[config.mk]
export PLATFORM = sky130hd
export DESIGN_NAME = factor_quiz_ctrl_flat
export DESIGN_NICKNAME = d
export VERILOG_FILES = /design/src/rtl/factor_quiz_ctrl_if.sv /design/src/rtl/factor_quiz_ctrl.sv /design/src/flat_wrapper.sv
export SDC_FILE = /design/constraint.sdc
export NUM_CORES = 1
export LEC_CHECK = 0
export ABC_AREA = 1
export BUFFER_PORTS_ARGS = -buffer_cell sky130_fd_sc_hd__buf_2
export CORE_ASPECT_RATIO = 1.25
export CORE_MARGIN = 2
export CORE_UTILIZATION = 40
export CTS_CLUSTER_SIZE = 40
export DETAILED_ROUTE_END_ITERATION = 12
export GPL_TIMING_DRIVEN = 0
export PLACE_DENSITY = 0.63
export SYNTH_ARGS = -nofsm -noshare
export SYNTH_HDL_FRONTEND = slang
export SYNTH_SLANG_ARGS = --single-unit
[constraint.sdc]
create_clock -name clk -period 4.4 [get_ports clk]
set_input_delay 0.66 -clock clk [delete_from_list [all_inputs] [get_ports clk]]
set_output_delay 0.66 -clock clk [all_outputs]
set_load 0.05 [all_outputs]
[src/rtl/factor_quiz_ctrl_if.sv]
// factor_quiz_ctrl_if
// Groups the quiz controller's button inputs and display/score outputs.
//   master : button driver side (drives btn_*, observes game outputs)
//   slave  : the controller (samples btn_*, drives game outputs)
// Signals:
//   btn_start, btn_next, btn_enter : single-cycle debounced button pulses
//   state[3:0] : game state code to the 7-segment decoder
//   que[3:0]   : current question index 0-9
//   seg_q[3:0] : selection index 0-9, 0 = nothing selected
//   score[3:0] : correct answers 0-10
//   led_ok     : high while state = CORRECT
//   led_ng     : high while state = WRONG
interface factor_quiz_ctrl_if;
  logic       btn_start;
  logic       btn_next;
  logic       btn_enter;
  logic [3:0] state;
  logic [3:0] que;
  logic [3:0] seg_q;
  logic [3:0] score;
  logic       led_ok;
  logic       led_ng;

  modport master (
    output btn_start, btn_next, btn_enter,
    input  state, que, seg_q, score, led_ok, led_ng
  );

  modport slave (
    input  btn_start, btn_next, btn_enter,
    output state, que, seg_q, score, led_ok, led_ng
  );
endinterface

[src/rtl/factor_quiz_ctrl.sv]
// factor_quiz_ctrl
// Game sequencer for the prime-factor quiz. Runs READY -> QUESTION -> INPUT
// -> CORRECT/WRONG over ten questions, tracks the player's prime selection,
// judges it against a fixed answer ROM and keeps the score. All outputs are
// registered.
// Ports:
//   clk : system clock, rising edge
//   rst : asynchronous active-high reset
//   bus : factor_quiz_ctrl_if.slave (buttons in, state/que/seg_q/score/leds out)
// Parameters:
//   QUE_CYCLES    : cycles spent in QUESTION
//   RESULT_CYCLES : cycles spent in CORRECT / WRONG
//   INPUT_CYCLES  : INPUT timeout, only used with FACTOR_QUIZ_TIMEOUT_EN
// Build option:
//   FACTOR_QUIZ_TIMEOUT_EN : when defined, INPUT times out to WRONG after
//                            INPUT_CYCLES cycles without an accepted ENTER.
//
// state    | meaning
// ---------+-----------------------------------------------
// READY    | idle, waiting for START
// QUESTION | question shown for QUE_CYCLES
// INPUT    | player selects a prime with NEXT, submits with ENTER
// CORRECT  | answer matched, shown for RESULT_CYCLES
// WRONG    | answer mismatched (or timed out), RESULT_CYCLES
// DONE     | all ten questions played, final score held
module factor_quiz_ctrl #(
  parameter int QUE_CYCLES    = 50_000_000,
  parameter int RESULT_CYCLES = 50_000_000,
  parameter int INPUT_CYCLES  = 500_000_000
) (
  input  logic                 clk,
  input  logic                 rst,
  factor_quiz_ctrl_if.slave    bus
);

  localparam int MAX_AB = (QUE_CYCLES > RESULT_CYCLES) ? QUE_CYCLES : RESULT_CYCLES;
  localparam int MAX_C  = (MAX_AB > INPUT_CYCLES) ? MAX_AB : INPUT_CYCLES;
  localparam int CW     = (MAX_C > 1) ? $clog2(MAX_C) : 1;

  localparam logic [CW-1:0] QUE_TC = CW'(QUE_CYCLES - 1);
  localparam logic [CW-1:0] RES_TC = CW'(RESULT_CYCLES - 1);
`ifdef FACTOR_QUIZ_TIMEOUT_EN
  localparam logic [CW-1:0] IN_TC  = CW'(INPUT_CYCLES - 1);
`endif

  typedef enum logic [3:0] {
    READY    = 4'b0010,
    QUESTION = 4'b0011,
    INPUT    = 4'b0100,
    CORRECT  = 4'b0101,
    WRONG    = 4'b0110,
    DONE     = 4'b0111
  } state_t;

  state_t        st;
  logic [3:0]    que;
  logic [3:0]    seg_q;
  logic [3:0]    score;
  logic          led_ok;
  logic          led_ng;
  logic [CW-1:0] cnt;

  // Smallest prime factor of each question's N, as a selection index.
  function automatic logic [3:0] answer(input logic [3:0] q);
    case (q)
      4'd0:    answer = 4'd1;
      4'd1:    answer = 4'd2;
      4'd2:    answer = 4'd3;
      4'd3:    answer = 4'd4;
      4'd4:    answer = 4'd5;
      4'd5:    answer = 4'd6;
      4'd6:    answer = 4'd7;
      4'd7:    answer = 4'd8;
      4'd8:    answer = 4'd9;
      4'd9:    answer = 4'd4;
      default: answer = 4'd0;
    endcase
  endfunction

  always_ff @(posedge clk or posedge rst) begin
    if (rst) begin
      st     <= READY;
      que    <= 4'd0;
      seg_q  <= 4'd0;
      score  <= 4'd0;
      led_ok <= 1'b0;
      led_ng <= 1'b0;
      cnt    <= '0;
    end else begin
      case (st)
        READY: begin
          if (bus.btn_start) begin
            st    <= QUESTION;
            que   <= 4'd0;
            seg_q <= 4'd0;
            score <= 4'd0;
            cnt   <= '0;
          end
        end

        QUESTION: begin
          if (cnt == QUE_TC) begin
            st    <= INPUT;
            seg_q <= 4'd0;
            cnt   <= '0;
          end else begin
            cnt <= cnt + 1'b1;
          end
        end

        INPUT: begin
          // An ENTER with nothing selected is not accepted, so a NEXT in
          // the same cycle still advances the selection.
          if (bus.btn_enter && (seg_q != 4'd0)) begin
            cnt <= '0;
            if (seg_q == answer(que)) begin
              st     <= CORRECT;
              led_ok <= 1'b1;
              if (score < 4'd10) score <= score + 4'd1;
            end else begin
              st     <= WRONG;
              led_ng <= 1'b1;
            end
          end
`ifdef FACTOR_QUIZ_TIMEOUT_EN
          else if (cnt == IN_TC) begin
            st     <= WRONG;
            led_ng <= 1'b1;
            cnt    <= '0;
          end
`endif
          else begin
            if (bus.btn_next) seg_q <= (seg_q == 4'd9) ? 4'd1 : seg_q + 4'd1;
`ifdef FACTOR_QUIZ_TIMEOUT_EN
            cnt <= cnt + 1'b1;
`endif
          end
        end

        CORRECT, WRONG: begin
          if (cnt == RES_TC) begin
            cnt    <= '0;
            led_ok <= 1'b0;
            led_ng <= 1'b0;
            if (que == 4'd9) begin
              st <= DONE;
            end else begin
              st    <= QUESTION;
              que   <= que + 4'd1;
              seg_q <= 4'd0;
            end
          end else begin
            cnt <= cnt + 1'b1;
          end
        end

        DONE: begin
          if (bus.btn_start) begin
            st  <= READY;
            cnt <= '0;
          end
        end

        default: begin
          st     <= READY;
          led_ok <= 1'b0;
          led_ng <= 1'b0;
          cnt    <= '0;
        end
      endcase
    end
  end

  assign bus.state  = st;
  assign bus.que    = que;
  assign bus.seg_q  = seg_q;
  assign bus.score  = score;
  assign bus.led_ok = led_ok;
  assign bus.led_ng = led_ng;

endmodule

[src/flat_wrapper.sv]
// flat-port wrapper written by rule: the top's interface ports become plain ports
module factor_quiz_ctrl_flat 
#(
  parameter int QUE_CYCLES    = 50_000_000,
  parameter int RESULT_CYCLES = 50_000_000,
  parameter int INPUT_CYCLES  = 500_000_000
)
  (clk, rst, bus_btn_start, bus_btn_next, bus_btn_enter, bus_state, bus_que, bus_seg_q, bus_score, bus_led_ok, bus_led_ng);
  factor_quiz_ctrl_if bus_i ();
  input  logic clk;
  input  logic rst;
  input wire logic [$bits(bus_i.btn_start)-1:0] bus_btn_start;
  input wire logic [$bits(bus_i.btn_next)-1:0] bus_btn_next;
  input wire logic [$bits(bus_i.btn_enter)-1:0] bus_btn_enter;
  output wire logic [$bits(bus_i.state)-1:0] bus_state;
  output wire logic [$bits(bus_i.que)-1:0] bus_que;
  output wire logic [$bits(bus_i.seg_q)-1:0] bus_seg_q;
  output wire logic [$bits(bus_i.score)-1:0] bus_score;
  output wire logic [$bits(bus_i.led_ok)-1:0] bus_led_ok;
  output wire logic [$bits(bus_i.led_ng)-1:0] bus_led_ng;
  assign bus_i.btn_start = bus_btn_start;
  assign bus_i.btn_next = bus_btn_next;
  assign bus_i.btn_enter = bus_btn_enter;
  assign bus_state = bus_i.state;
  assign bus_que = bus_i.que;
  assign bus_seg_q = bus_i.seg_q;
  assign bus_score = bus_i.score;
  assign bus_led_ok = bus_i.led_ok;
  assign bus_led_ng = bus_i.led_ng;
  factor_quiz_ctrl #(.QUE_CYCLES(QUE_CYCLES), .RESULT_CYCLES(RESULT_CYCLES), .INPUT_CYCLES(INPUT_CYCLES)) u_core (.clk(clk), .rst(rst), .bus(bus_i));
endmodule
==> impl_metrics.json, run 1 <==
{
  "syn_nets": 474,
  "cp_num_buf_inv": 0,
  "critPathMaxFanout": 7,
  "routedWlPerCell_um": 13.67,
  "ys_ff_latch": 46,
  "drive_gt1_share_pct": 13.91,
  "vias": 3027,
  "cellPowerDensity_nw_per_um2": 212.6,
  "pin_count": 23,
  "synth_ff_type": "dfrtp_1",
  "power_frac_clock_pct": 42.2,
  "setup_viol": 0,
  "path_clk_slew_ns": 0.09,
  "dp_hpwl_um": 6163,
  "area_delta_synth_final_pct": 10.89,
  "worstPathRequired_ns": 4.64,
  "startpoint_type": "flop",
  "whs_ns": 0.2432,
  "fin_tns_setup_ns": 0,
  "crit_type": "reg -> reg",
  "cts.htree.levels": 2,
  "totalWireLength_um": 7983,
  "cts_resized": 0,
  "syn-mean-instance-area_um2": 7.011,
  "yosys_warnings": 0,
  "arrival_ns": 2.33,
  "die_y_um": 104.3,
  "clock_path_buffers": 2,
  "ys_types": 36,
  "fillers": 820,
  "worstSkewPairLatency_ns": 0.30,
  "numCtsBuffers": 5,
  "end_kind": "flop",
  "gp_congestion": 0.9322,
  "seq_power_share_pct": 55.7,
  "hold_path_class": "in -> async",
  "drtPass1Iterations": 4,
  "grt_pass1_vias": 2944,
  "post_cts_buffers": 0,
  "timing.fmax_mhz": 479.6,
  "die_area_um2": 8783,
  "drc": 0,
  "p_int_mw": 0.5967,
  "total_power_mw": 0.7588,
  "netlist_area_um2": 3218,
  "crit_family": "simple AND/OR/NAND/NOR gates",
  "swShare_pct": 21.35,
  "cp_slowest_cell": "dfrtp_1",
  "cellLeakagePower_nw": 1.768,
  "final_util_pct": 45.79,
  "peakVddDrop_mv": 0.1388,
  "cap_violations": 0,
  "postRouteAntennaNets": 0,
  "fin_skew_ns": 0.007277,
  "fin_crit_sh_pct": 47.38,
  "antenna_found_initial": 0,
  "port_buffers": 21,
  "holdBufCountCts": 0,
  "netlist_instances": 459,
  "cp_slowest_stage_delay_ns": 0.46,
  "n_antenna_cell": 0,
  "grt_overflow": 0,
  "grt_max_degree": 41,
  "period_needed_ns": 2.085,
  "synth_edf_count": 0,
  "hold_viol_final": 0,
  "drtIter0Drc": 171,
  "place_ws_ns": 2.289,
  "path_cells": "ha_1, ha_1, or2_2, nand3_1, nand3_1, nor3_1, nand4_1, nand2_1",
  "power.switching_mw": 0.1620,
  "combPwrFrac_pct": 2.2,
  "groute.usage.overall_pct": 18.96,
  "fin_ws_ns": 2.315,
  "clkSinkCount": 46,
  "synth.yosys.seq_area_share_pct": 35.81,
  "slew_viol_final": 0,
  "core-area_um2": 7792,
  "die_w_um": 84.23,
  "grt_pass1_wl_um": 13680,
  "vias_per_cell": 5.183,
  "initial_core_util_pct": 41.30,
  "cts_tree": "built",
  "rows": 36,
  "cts_root_buffer": "clkbuf_8",
  "outcome": "complete, no violations",
  "rsz0062_at_grt": "no",
  "nets": 503,
  "ys_async_sr_fraction_pct": 100.0
}
[Yosys cell counts (2+ instances only)]
| library cell | number | share of area, % |
|---|---|---|
| buf_4 | 3 | 0.70 |
| nand2_4 | 2 | 0.70 |
| o21ai_0 | 19 | 3.0 |
| o22ai_1 | 6 | 1.2 |
| nand2_1 | 109 | 13 |
| nand4_1 | 12 | 2.3 |
| nor3_2 | 3 | 0.93 |
| xnor2_1 | 2 | 0.54 |
| inv_2 | 5 | 0.58 |
| ha_1 | 10 | 3.9 |
| nand2_2 | 13 | 2.5 |
| nor2_4 | 4 | 1.4 |
| inv_4 | 2 | 0.39 |
| nand3_1 | 42 | 6.5 |
| nor3_1 | 18 | 2.8 |
| dfrtp_1 | 45 | 35 |
| o21ai_1 | 5 | 0.78 |
| nor3b_1 | 2 | 0.47 |
| a21oi_1 | 14 | 2.2 |
| xor2_1 | 15 | 4.1 |
| inv_1 | 56 | 6.5 |
| nor4_1 | 2 | 0.39 |
| nor2_1 | 57 | 6.6 |
[metal layers]
metal / up-vias / part of all wire, % / track usage [%]
li1: 1538 / - / -
met1: 1408 / 43 / 22.55
met2: 64 / 52 / 34.52
met3: 17 / 3.4 / 2.619
met4: 0 / 2.2 / 6.336
met5: - / 0 / 0
[worst reg2reg max path: cells and delay by family, from the launching register on]
family	cells	cell delay, ns
AND/OR/NAND/NOR	6	1.13
flip-flops	1	0.46
adder cells (fa/ha/maj)	2	0.44
[layout make-up]
class / count / area, um^2 / share of cell area, %
flip-flops and latches: 46 / 1152 / 32.29
well taps: 95 / 118.9 / 3.331
multi-input cells: 344 / 1782 / 49.93
clock inverters: 1 / 30.03 / 0.8415
clock buffers: 7 / 76.32 / 2.139
repair buffers: 22 / 125.1 / 3.506
inverters: 64 / 245.2 / 6.872
plain buffers: 5 / 38.79 / 1.087
[sequential cells by signal (all words and copies together), names as in the netlist]
signal             cells
u_core.bus.led_ng      1
u_core.bus.seg_q       4
u_core.cnt            29
u_core.bus.state       3
u_core.bus.que         4
u_core.bus.led_ok      1
u_core.bus.score       4
[through the flow]
stage,std cells,cell area (um^2)
global placement,575,3442
floorplan,459,3218
detailed placement,576,3462
CTS,584,3568
finish,584,3568
global route,584,3568
[final timing paths]
kind	from	to	depth (start not counted)	slack, ns
worst max-delay path	u_core.bus.que[0]	u_core.bus.score[1]	8	2.32
worst min-delay path	rst	u_core.bus.que[3]	2	0.24
worst max register to register	u_core.bus.que[0]	u_core.bus.score[1]	8	2.32
worst min register to register	u_core.bus.led_ok	u_core.bus.led_ok	2	0.52
max in group asynchronous	rst	u_core.bus.state[1]	3	3.63
min in group clk	u_core.bus.led_ok	u_core.bus.led_ok	2	0.52
[power groups by stage]
stage                     Combinational (mW)  Sequential, mW  Clock [mW]
after global placement                0.0149           0.431           0
after floorplan                      0.00984           0.431           0
after CTS                             0.0174           0.422       0.333
after global routing                  0.0193           0.422       0.348
final                                 0.0165           0.422       0.320
after detailed placement              0.0173           0.431           0
[kinds of logic after synthesis]
logic type,share of synthesized area [%]
and+or+nand+nor,38.88
buffers and inverters,8.825
AOI/OAI and AO/OA,7.854
DFF,35.81
xor gates and xnor gates,4.627
other,0.1165
adders and majority gates,3.888
[cell usage in the layout, fill, tap and decap left out, drive strengths merged]
cell    synthesis  final
nor4            2      2
buf             5     27
bufinv          0      1
a32o            1      1
o22ai           6      6
nor3           21     21
dfstp           1      1
nor3b           2      2
dfrtp          45     45
xnor2           2      2
and2            1      1
clkbuf          0      7
o311ai          1      1
or2             1      1
a31oi           1      1
clkinv          1      1
nand2         124    124
xor2           15     15
inv            63     63
ha             10     10
o21ai          24     24
a21oi          14     14
nor2           62     62
nand4          12     12
nand3          44     44
conb            1      1
Power figures use the tool's default switching activity.
==> inputs of run 2 (changes only) <==
ABC_AREA = 0   (was 1)
PLACE_DENSITY = 0.65   (was 0.63)
clock period = 1.8 ns   (was 4.4 ns; I/O delays follow)
==> run 2 against run 1 <==
Net effect:
- the flow now finishes with violations (negative setup slack)
- non-clock buffer count increased by 34
- final area up 7.2%
- cell count fell by 24%
- via count is 18% lower
- clock-buffer cell count is 2 lower
==> impl_metrics.json, run 2 <==
{
  "cts_tree": "built",
  "grt_overflow": 0,
  "slew_headroom_pct": 59.87,
  "initial_core_util_pct": 41.67,
  "period_needed_ns": 2.390,
  "fin_ws_ns": -0.5905,
  "die_w_um": 78.20,
  "synth.area.top_cells": "dfrtp_1 (41%), nor2_1 (5.6%), ha_1 (4.5%), xnor2_1 (4.5%), nand3_1 (4.2%)",
  "die_y_um": 96.75,
  "drive_gt1_share_pct": 44.01,
  "synth_edf_count": 0,
  "yosysTopAreaCell": "dfrtp_1",
  "die_area_um2": 7565,
  "cellPowerDensity_nw_per_um2": 1298,
  "hold_path_class": "in -> reg",
  "routedWlPerCell_um": 16.42,
  "rsz0062_at_grt": "yes",
  "crit_type": "reg -> reg",
  "synth.yosys.seq_area_share_pct": 41.86,
  "area_delta_synth_final_pct": 38.91,
  "drtIter0Drc": 131,
  "cp_num_buf_inv": 1,
  "n_antenna_cell": 0,
  "stdcell_count": 446,
  "synth_most_common_cell": "dfrtp_1",
  "worstSkewPairLatency_ns": 0.31,
  "totalWireLength_um": 7325,
  "core-area_um2": 6606,
  "path_depth": 8,
  "port_buffers": 21,
  "netlist_instances": 302,
  "largest_reg_flops": 29,
  "r2r_setup_slack_ns": -0.59,
  "dp_hpwl_um": 4411,
  "drtPass1Iterations": 4,
  "vias": 2474,
  "regMostFlops": "u_core.cnt",
  "peakVddDrop_mv": 0.6160,
  "syn_nets": 317,
  "r2r-start": "u_core.bus.que[0]",
  "place_inst": 411,
  "place_ws_ns": -0.8135,
  "regToRegEndpoint": "u_core.bus.state[0]",
  "grt_max_degree": 36,
  "final_common_cell": "dfrtp_1",
  "crit_start": "u_core.bus.que[0]",
  "place_area_um2": 3027,
  "hold_viol_final": 0,
  "ys_types": 57,
  "postRouteAntennaNets": 0,
  "synth_ff_type": "dfrtp_1",
  "path_clk_slew_ns": 0.10,
  "grt_pass1_vias": 2346,
  "ys_async_sr_fraction_pct": 100.0,
  "cellLeakagePower_nw": 1.500,
  "startpoint_type": "flop",
  "gp_congestion": 0.7508,
  "final_cell_area_um2": 3824,
  "reg2reg_depth": 8,
  "antenna_found_initial": 0,
  "endpoint": "u_core.bus.state[0]",
  "numCtsBuffers": 5,
  "grt_pass1_wl_um": 11000,
  "fin_crit_sh_pct": 132.8,
  "rows": 33,
  "fin_skew_ns": 0.01634,
  "end_kind": "flop",
  "clkSinkCount": 46,
  "syn-mean-instance-area_um2": 9.115,
  "vias_per_cell": 5.547,
  "netlist_area_um2": 2753,
  "worstMarginPinSlew_ns": 0.5997,
  "pin_count": 23,
  "nets": 373,
  "whs_ns": 0.4434,
  "slew_viol_final": 0,
  "outcome": "complete, but fails checks",
  "synth_top_area_share_pct": 40.91,
  "groute.usage.overall_pct": 17.72,
  "cts_root_buffer": "clkbuf_8",
  "cp_slowest_stage_delay_ns": 0.59,
  "synth_commonest_cells": "dfrtp_1 (45), nor2_1 (41), nand2_1 (26)",
  "clock_path_buffers": 2,
  "arrival_ns": 2.61,
  "drc": 0,
  "final_cell_mix": "dfrtp_1 (36), nand2_1 (25), buf_2 (22)",
  "violations": "negative setup slack",
  "crit_family": "compound AO/OA/AOI/OAI gates",
  "critPathMaxFanout": 6,
  "path_cells": "ha_4, nand2b_4, a21o_1, a32o_1, or4_4, buf_6, o2bb2ai_2, a311oi_2",
  "worstPathRequired_ns": 2.02,
  "ys_ff_latch": 46,
  "yosys_warnings": 0,
  "cts.htree.levels": 2,
  "timing.fmax_mhz": 418.3,
  "setup_viol": 44,
  "cap_violations": 0,
  "cp_slowest_cell": "or4_4",
  "hold_path.startpoint": "bus_btn_enter"
}
## run 2: changes by cell type after synthesis, moves of 7 or more
cell	delta
nor3_1	-7
nand2_1	-83
nand3_1	-19
xor2_1	-7
nand2_2	-12
xnor2_1	+12
nor2_1	-16
inv_1	-46
## run 2: cell families (layout without fill, tap and decap cells)
kind of cell,count (synthesis),after routing,share of synthesized area (%)
simple gates,146,146,27.91
compound gates,52,52,13.86
flops,46,46,41.86
xor+xnor,22,22,7.000
buf+inv,22,79,3.591
fa+ha+maj,10,10,4.545
mux,3,3,1.091
other cells,1,1,0.1362
## run 2: metal layers
metal	vias to the layer above	routed length [um]	track usage (%)
li1	1182	-	-
met1	1202	2998	21.57
met2	75	3892	31.63
met3	15	272	3.078
met4	0	161	5.263
met5	-	0	0
## run 2: timing repair
action                                  4_1_cts  5_1_grt
hold buffers                                  1        0
endpoints found under the setup margin       46       46
pin swaps                                     8       34
setup buffers                                10       16
gates cloned                                  0        4
hold endpoints to repair                     11        0
gates resized for setup                      19       98
## run 2: power by group
| part | internal, mW | switching (mW) | leakage, nW |
|---|---|---|---|
| Combinational | 1.44 | 1.60 | 0.837 |
| Clock | 0.273 | 0.369 | 0.0441 |
| Sequential | 1.13 | 0.151 | 0.619 |
| Total | 2.84 | 2.12 | 1.50 |
## run 2: worst reg2reg max path: cells and delay by family, from the launching register on
family / cells / cell delay, ns
adder cells (fa/ha/maj): 1 / 0.18
buffers and inverters: 1 / 0.16
flip-flops: 1 / 0.49
AO/OA/AOI/OAI: 4 / 0.78
AND/OR/NAND/NOR: 2 / 0.71
## run 2: area by class of cell
type | count | area [um^2]
tap | 87 | 108.9
multi-input combinational | 234 | 1888
sequential | 46 | 1164
timing repair buffer | 52 | 440.4
buffer | 9 | 90.09
clock buffer | 5 | 68.82
clock inverter | 3 | 21.27
fill | 563 | 2783
inverter | 10 | 42.54
## run 2: metrics by stage
| stage | power [mW] | TNS (ns) | util [%] |
|---|---|---|---|
| after floorplan | 2.431 | -18.20 | - |
| after global placement | 2.773 | -31.78 | 45.51 |
| after detailed placement | 2.808 | -23.04 | 45.81 |
| after CTS | 3.712 | -18.74 | 49.45 |
| after global routing | 5.211 | -22.50 | 57.88 |
| final | 4.965 | -19.06 | 57.88 |
## run 2: worst min path at each step
stage | depth (start not counted) | end | slack, ns
floorplan | 1 | u_core.cnt[6] | 0.45
global placement | 1 | u_core.bus.led_ok | 0.48
detailed placement | 2 | u_core.cnt[24] | 0.22
CTS | 3 | u_core.bus.score[3] | 0.42
global route | 3 | u_core.bus.score[3] | 0.47
finish | 4 | u_core.bus.led_ng | 0.44
